### config.mk
export PLATFORM = sky130hd
export DESIGN_NAME = mem_port_arbiter
export DESIGN_NICKNAME = d
export VERILOG_FILES = /design/src/rtl/mem_arb_pkg.sv /design/src/rtl/mem_arb_req_buf.sv /design/src/rtl/mem_port_arbiter.sv
export SDC_FILE = /design/constraint.sdc
export NUM_CORES = 1
export LEC_CHECK = 0
export CAP_MARGIN = 40
export CORE_AREA = 2 2 293 295
export DETAILED_ROUTE_END_ITERATION = 8
export DIE_AREA = 0 0 295 297
export SLEW_MARGIN = 20
export SYNTH_ARGS = -nofsm -noshare
export SYNTH_HDL_FRONTEND = slang
export SYNTH_HIERARCHICAL = 1
export SYNTH_SLANG_ARGS = --single-unit
export TNS_END_PERCENT = 50
### constraint.sdc
create_clock -name clk -period 9.3 [get_ports clk]
set_clock_uncertainty 0.1 [all_clocks]
set_input_delay 0.93 -clock clk [delete_from_list [all_inputs] [get_ports clk]]
set_output_delay 0.93 -clock clk [all_outputs]
set_load 0.02 [all_outputs]
### src/rtl/mem_arb_pkg.sv
// mem_arb_pkg: shared state encoding, default widths, request record and the
// round-robin pick used by the two-master memory port arbiter.
package mem_arb_pkg;

    localparam int ADDR_W_DEF = 32;
    localparam int LINE_W_DEF = 128;

    typedef enum logic [1:0] {
        IDLE  = 2'd0,
        ISSUE = 2'd1,
        WAIT  = 2'd2,
        RESP  = 2'd3
    } arb_state_t;

    // One captured master request at the default widths.
    typedef struct packed {
        logic                  rw;
        logic [ADDR_W_DEF-1:0] addr;
        logic [LINE_W_DEF-1:0] data;
    } req_t;

    // A lone requester wins outright; a tie goes to the master not served last.
    function automatic logic pick_winner(input logic [1:0] pend, input logic last_grant);
        logic winner;
        if (pend == 2'b11) begin
            winner = ~last_grant;
        end else begin
            winner = pend[1];
        end
        return winner;
    endfunction

endpackage

### src/rtl/mem_arb_req_buf.sv
// mem_arb_req_buf: per-master request capture. Holds the latched request,
// the pending flag (a new pulse beats a same-cycle clear) and a sticky
// overrun flag for pulses that arrive while a request is still outstanding.
module mem_arb_req_buf
    import mem_arb_pkg::*;
#(
    parameter int ADDR_W = ADDR_W_DEF,
    parameter int LINE_W = LINE_W_DEF
) (
    input  logic              clk,
    input  logic              rst,
    input  logic              req_valid,
    input  logic              req_rw,
    input  logic [ADDR_W-1:0] req_addr,
    input  logic [LINE_W-1:0] req_data,
    input  logic              pend_clr,
    output logic              pend,
    output logic              buf_rw,
    output logic [ADDR_W-1:0] buf_addr,
    output logic [LINE_W-1:0] buf_data,
    output logic              overrun
);

    logic accept;
    logic drop;

    // A pulse is taken when the slot is free or is being retired this cycle.
    assign accept = req_valid && (!pend || pend_clr);
    assign drop   = req_valid && pend && !pend_clr;

    // Latch the request fields only when the pulse is accepted.
    always_ff @(posedge clk or posedge rst) begin
        if (rst) begin
            buf_rw   <= 1'b0;
            buf_addr <= '0;
            buf_data <= '0;
        end else if (accept) begin
            buf_rw   <= req_rw;
            buf_addr <= req_addr;
            buf_data <= req_data;
        end
    end

    // Pending flag: set wins over clear so back-to-back requests survive.
    always_ff @(posedge clk or posedge rst) begin
        if (rst) begin
            pend <= 1'b0;
        end else if (accept) begin
            pend <= 1'b1;
        end else if (pend_clr) begin
            pend <= 1'b0;
        end
    end

    // Sticky overrun: a dropped pulse is remembered until reset.
    always_ff @(posedge clk or posedge rst) begin
        if (rst) begin
            overrun <= 1'b0;
        end else if (drop) begin
            overrun <= 1'b1;
        end
    end

endmodule

### src/rtl/mem_port_arbiter.sv
// mem_port_arbiter: shares one pulse-protocol memory port between two cache
// controllers. Requests are captured per master, serialized round-robin,
// and completions plus read data are routed back to the owning master.
// Every output comes straight from a flop.
module mem_port_arbiter
    import mem_arb_pkg::*;
#(
    parameter int ADDR_W = ADDR_W_DEF,
    parameter int LINE_W = LINE_W_DEF
) (
    input  logic                clk,
    input  logic                rst,
    input  logic [1:0]          m_req_valid,
    input  logic [1:0]          m_req_rw,
    input  logic [2*ADDR_W-1:0] m_req_addr,
    input  logic [2*LINE_W-1:0] m_req_dataout,
    output logic [1:0]          m_req_ready,
    output logic [LINE_W-1:0]   m_req_datain,
    output logic                mem_req_valid,
    output logic                mem_req_rw,
    output logic [ADDR_W-1:0]   mem_req_addr,
    output logic [LINE_W-1:0]   mem_req_dataout,
    input  logic [LINE_W-1:0]   mem_req_datain,
    input  logic                mem_req_ready,
    output logic                grant_id,
    output logic                busy,
    output logic [1:0]          overrun_err
);

    arb_state_t        state;
    arb_state_t        state_next;
    logic              winner;
    logic              last_grant;
    logic [1:0]        pend;
    logic [1:0]        pend_clr;
    logic [1:0]        buf_rw;
    logic [ADDR_W-1:0] buf_addr [2];
    logic [LINE_W-1:0] buf_data [2];

    for (genvar i = 0; i < 2; i++) begin : g_buf
        mem_arb_req_buf #(
            .ADDR_W (ADDR_W),
            .LINE_W (LINE_W)
        ) u_buf (
            .clk       (clk),
            .rst       (rst),
            .req_valid (m_req_valid[i]),
            .req_rw    (m_req_rw[i]),
            .req_addr  (m_req_addr[i*ADDR_W +: ADDR_W]),
            .req_data  (m_req_dataout[i*LINE_W +: LINE_W]),
            .pend_clr  (pend_clr[i]),
            .pend      (pend[i]),
            .buf_rw    (buf_rw[i]),
            .buf_addr  (buf_addr[i]),
            .buf_data  (buf_data[i]),
            .overrun   (overrun_err[i])
        );
    end

    // State register.
    always_ff @(posedge clk or posedge rst) begin
        if (rst) begin
            state <= IDLE;
        end else begin
            state <= state_next;
        end
    end

    // Next state and winner selection; stray completions outside WAIT are ignored.
    always_comb begin
        state_next = state;
        winner     = grant_id;
        case (state)
            IDLE: begin
                if (pend != 2'b00) begin
                    winner     = pick_winner(pend, last_grant);
                    state_next = ISSUE;
                end
            end
            ISSUE: begin
                state_next = WAIT;
            end
            WAIT: begin
                if (mem_req_ready) begin
                    state_next = RESP;
                end
            end
            RESP: begin
                state_next = IDLE;
            end
            default: begin
                state_next = IDLE;
            end
        endcase
    end

    // The owner's pending flag is retired during its response cycle.
    always_comb begin
        pend_clr = 2'b00;
        if (state == RESP) begin
            pend_clr[grant_id] = 1'b1;
        end
    end

    // Ownership: record the winner on issue and the served master on retire.
    always_ff @(posedge clk or posedge rst) begin
        if (rst) begin
            grant_id   <= 1'b0;
            last_grant <= 1'b1;
        end else begin
            if (state == IDLE && state_next == ISSUE) begin
                grant_id <= winner;
            end
            if (state == RESP) begin
                last_grant <= grant_id;
            end
        end
    end

    // Memory request: one-cycle pulse, fields loaded on issue and held afterwards.
    always_ff @(posedge clk or posedge rst) begin
        if (rst) begin
            mem_req_valid   <= 1'b0;
            mem_req_rw      <= 1'b0;
            mem_req_addr    <= '0;
            mem_req_dataout <= '0;
        end else begin
            mem_req_valid <= (state_next == ISSUE);
            if (state_next == ISSUE) begin
                mem_req_rw      <= buf_rw[winner];
                mem_req_addr    <= buf_addr[winner];
                mem_req_dataout <= buf_data[winner];
            end
        end
    end

    // Response: capture the returned line (it doubles as the held read-data register) and pulse the owner.
    always_ff @(posedge clk or posedge rst) begin
        if (rst) begin
            m_req_datain <= '0;
            m_req_ready  <= 2'b00;
        end else begin
            if (state == WAIT && mem_req_ready) begin
                m_req_datain <= mem_req_datain;
            end
            m_req_ready <= (state_next == RESP) ? (2'b01 << grant_id) : 2'b00;
        end
    end

    // Busy mirrors "not idle", registered alongside the state.
    always_ff @(posedge clk or posedge rst) begin
        if (rst) begin
            busy <= 1'b0;
        end else begin
            busy <= (state_next != IDLE);
        end
    end

endmodule

* After elaboration in Yosys (flattened, before gate mapping) *
Cells that the tools add are included.

word-level totals
  register bits = 623
  logic and storage cells = 75
  input bits = 455

cells by class
  order comparisons = 4
  equal/unequal tests = 6
  shifts and indexed selects = 1
  bitwise operators = 2
  reduce and logical (&&, ||, !) cells = 20
  mux-type cells = 22

operators with widths
  kind                                                       number
  2-to-1 mux 128 bit                                         3
  2-to-1 mux 32 bit                                          3
  2-to-1 mux 1 bit                                           10
  logical AND 1 bit                                          9
  == test 2 bit (second input constant)                      4
  2-to-1 mux 2 bit                                           4
  one-hot mux 2 bit (4 select lines)                         1
  nonzero test 2 bit                                         4
  == test 2 x 1 -> 1 bit (second input constant)             2
  logical NOT 1 bit                                          4
  < comparator 1 x 2 -> 1 bit (second input constant)        2
  greater-or-equal comparator 2 bit (second input constant)  1
  logical NOT 2 bit                                          1
  logical OR 1 bit                                           2
  inverter 1 -> 2 bit                                        1
  left shift 1 x 1 -> 2 bit (first input constant)           1
  demux 1 bit (select 1 bit)                                 1
  greater-or-equal comparator 1 bit (second input constant)  1
  inverter 1 bit                                             1

* Logic depth before layout (Yosys ltp) *
  depth after elaboration = 8
  mapped depth = 9

* Hierarchy *
The synthesis kept the hierarchy.

modules (own cells, without submodules)
  module            cells each  times used  seq. area each (um^2)  area each (um^2)
  mem_arb_req_buf   347         2           4078.9                 6416.2
  mem_port_arbiter  1000        1           7433.4                 12405.6

* Worst setup path before layout *
No wires, ideal clock.

  kind = input -> register
  from = in mem_req_ready
  to = reg mem_req_dataout[10]
  cell stages on the path = 5
  setup time = 0.126 ns
  data arrival time = 1.977 ns
  slack = 7.097 ns
  path through = o21ai_1 > a211oi_2 > clkbuf_1 > buf_2 > a21oi_1

on the way
  word-level cells in the longest chain between the ends = 3

ends and longest elaborated chain
  element                             line                     source
  start: declaration                  mem_port_arbiter.sv:24   input logic mem_req_ready,
  2-to-1 mux 2 bit                    mem_port_arbiter.sv:84   if (mem_req_ready) begin
  one-hot mux 2 bit (4 select lines)  mem_port_arbiter.sv:73   case (state)
  == test 2 x 1 -> 1 bit              mem_port_arbiter.sv:129  if (state_next == ISSUE) begin
  end signal: assignment              mem_port_arbiter.sv:132  mem_req_dataout <= buf_data[winner];
  end: declaration                    mem_port_arbiter.sv:22   output logic [LINE_W-1:0] mem_req_dataout,

Every way passes these cells.
A chain may end at the register's enable or synchronous reset.

==> run metrics <==
GRT overflow 0; post-synthesis cell type count 26; area occupied by multi-input gates approximately 0.009 sq mm; dominant cell type by area after synthesis dfrtp_1; Worst Tran Pin Value 1187 ps; Mean Syn Cell Area approximately 15 sq um; Reg clk slew, reported paths roughly 50 ps; Synth Flop Type dfrtp_1; post-route insts no fill between 3000 and 4000; critical path fanouts, max ~140; Slew Viols, Final 0; Reg2Reg Depth 7; status complete, no violations; CTS Buf Count between 70 and 80; number of flops mapped to enable cells by yosys 0; register area share after synthesis 0.6178; CP Launch Type input port; Final #Nets approximately 2900; Fin. Hold Viols 0; PortBufs between 700 and 800; # resized after CTS 0; # clock sinks 623; Synth area leaders dfrtp_1, mux2_2, mux2_4, mux2i_1, a21oi_1; CTS tree done; Die Wd 295 um; 1st-iter DRT viols between 500 and 600; vias ~16000; setup bufs post-CTS 0; largest net degree at the start of global routing between 150 and 200; RSZ-0062 raised after global routing no; number of global-route vias before repair approximately 18000; area delta synth->final 44.47%; final period utilization 0.3238; Post-synth top cells dfrtp_1, mux2_2, mux2_4, a21oi_1, mux2i_1; Pwr Total 14.52 mW; crit path kind input port to async pin; antenna viol nets, final 0; per-cell routed wire length 21.91 um; first-pass GRT wire length 119100 um; Max Cap Violations 0; fillers 7611; vias per inst 4.482; placed cells about 3500; Reg area between 0.015 and 0.02 sq mm; largest family of logic cells by synthesized area multiplexers; mux cell area share after synthesis 0.2923; Gate Count Post-Synth around 1700; Rel. slew slack 0.2088; HP Class flop to flop; Clock Tree Buf Depth 3; initial antenna violation count 23; root buf cell clkbuf_16; Critical R2R Launch state[0]$_DFF_PP0_; Leak between 15 and 20 nW; GPL Wtd Cong ~0.8; Synth Area in Compound Gates 0.03376; post-synthesis async set-or-reset flop share 1.000; I/O pin cnt between 700 and 800; final WL ~80000 um; row count between 100 and 150; first-pass detailed-route iteration total 4; cts-stage hold buffer count 0; Pwr Density ~400 mW/mm^2; worst skew pair latency 600 ps; H-tree depth 3; top cell type's share of synthesized area 0.6167; Net Count, Synth 2153; Max VDD drop between 0.3 and 0.4 mV; top-count cell post-synth dfrtp_1; Hold Path Sink g_buf[1].u_buf/overrun$_DFFE_PP0P_; Yosys warning count 6; final setup vio count 0; WP data arrival around 3500 ps; hold path start g_buf[1].u_buf/overrun$_DFFE_PP0P_; die area 0.08762 sq mm; Crit. End Element async pin; Reg2Reg Setup Slack about 6300 ps; worst path required time 9810 ps; simple-gate share of the synthesized area 0.02801; hpwl dp 56750 um; Initial Util 0.2988; minimum clock period approximately 3000 ps; Die H ~300 um; xor/xnor cell area share of the yosys netlist 0; cell depth of the worst hold path 1; Core ar. approximately 0.084 sq mm; GRT Total Usage 0.1807; setup TNS 0 ps; max frequency 332.1 MHz; Post-Syn Area between 0.02 and 0.03 sq mm; R2R Path End g_buf[1].u_buf/buf_data[66]$_DFFE_PP0P_; Remaining DRCs 0; layout cells sized above 1 0.2414; Synth Area in Adders 0.001983; flops & latches, synth between 600 and 700
worst max-delay path by stage:
stage / start / endpoint / slack [ps] / cells past startpoint
3_5_place_dp: rst / m_req_datain[57]$_DFFE_PP0P_ / 5580 / 4
5_1_grt: rst / m_req_datain[11]$_DFFE_PP0P_ / 6040 / 4
4_1_cts: rst / m_req_datain[11]$_DFFE_PP0P_ / 6250 / 4
3_3_place_gp: rst / g_buf[0].u_buf/buf_data[79]$_DFFE_PP0P_ / 5430 / 4
6_report: rst / m_req_datain[49]$_DFFE_PP0P_ / 6290 / 4
2_1_floorplan: rst / busy$_DFF_PP0_ / 70 / 1
where the power goes:
part	internal, mW	switching (mW)
sequential	4.16	0.791
clock	1.71	1.15
combinational	3.45	3.25
total	9.32	5.19
metrics by stage:
step / util / cell area, sq um / hold slack, ps / setup WS, ps
after global placement: 0.4002 / 33800 / 373.4 / 5425
after CTS: 0.4309 / 36400 / 381.6 / 6247
after detailed placement: 0.4023 / 33980 / 364.6 / 5578
final: 0.4316 / 36460 / 379.8 / 6289
after floorplan: - / 25240 / 378.6 / 67.48
after global routing: 0.4314 / 36450 / 407.8 / 6043
flip-flops by register name (all words and copies together), names as in the netlist, 2 cells and up:
register              count
g_buf.u_buf/buf_data    256
m_req_datain            128
mem_req_dataout         128
g_buf.u_buf/buf_addr     64
mem_req_addr             32
g_buf.u_buf/buf_rw        2
g_buf.u_buf/overrun       2
g_buf.u_buf/pend          2
m_req_ready               2
state                     2
worst max-delay path, stage by stage:
cell	delay, ps
clkdlybuf4s50_1	630
inv_8	470
buf_4	610
buf_12	610
cells by family (layout without fill, tap and decap cells):
kind of cell | count (synthesis) | after routing
multiplexers | 613 | 613
adder cells (fa/ha/maj) | 4 | 4
AND/OR/NAND/NOR | 177 | 177
flip-flops | 623 | 623
other | 0 | 12
buffers and inverters | 110 | 914
AO/OA/AOI/OAI | 167 | 167
layout make-up:
cell class / count / area share
Timing Repair Buffer: 775 / 0.2164
Clock inverter: 19 / 0.005490
Multi-Input combinational cell: 961 / 0.2481
Clock buffer: 111 / 0.06094
Tap cell: 1144 / 0.03926
Inverter: 9 / 0.001407
Sequential cell: 623 / 0.4276
Antenna cell: 12 / 0.0008236
layer usage:
layer	part of all wire	track usage	vias up
met1	0.37	0.2018	8215
met4	0.026	0.05916	8
met2	0.51	0.3151	603
met5	0.00075	0	-
li1	-	-	7426
met3	0.089	0.06777	125
layout by cell type, fill, tap and decap left out, types with 4 or more instances in the layout:
cell type,n
buf_12,6
a21oi_1,162
clkdlybuf4s50_1,750
inv_6,4
nand2_1,5
clkbuf_8,21
buf_16,6
mux2_2,271
mux2_4,180
diode_2,12
dfrtp_1,622
buf_4,13
inv_1,6
clkinv_2,9
clkbuf_16,75
mux2i_1,162
clkbuf_1,15
nor2_1,161
ha_1,4
Note: power is estimated with default switching activity, not from simulation.
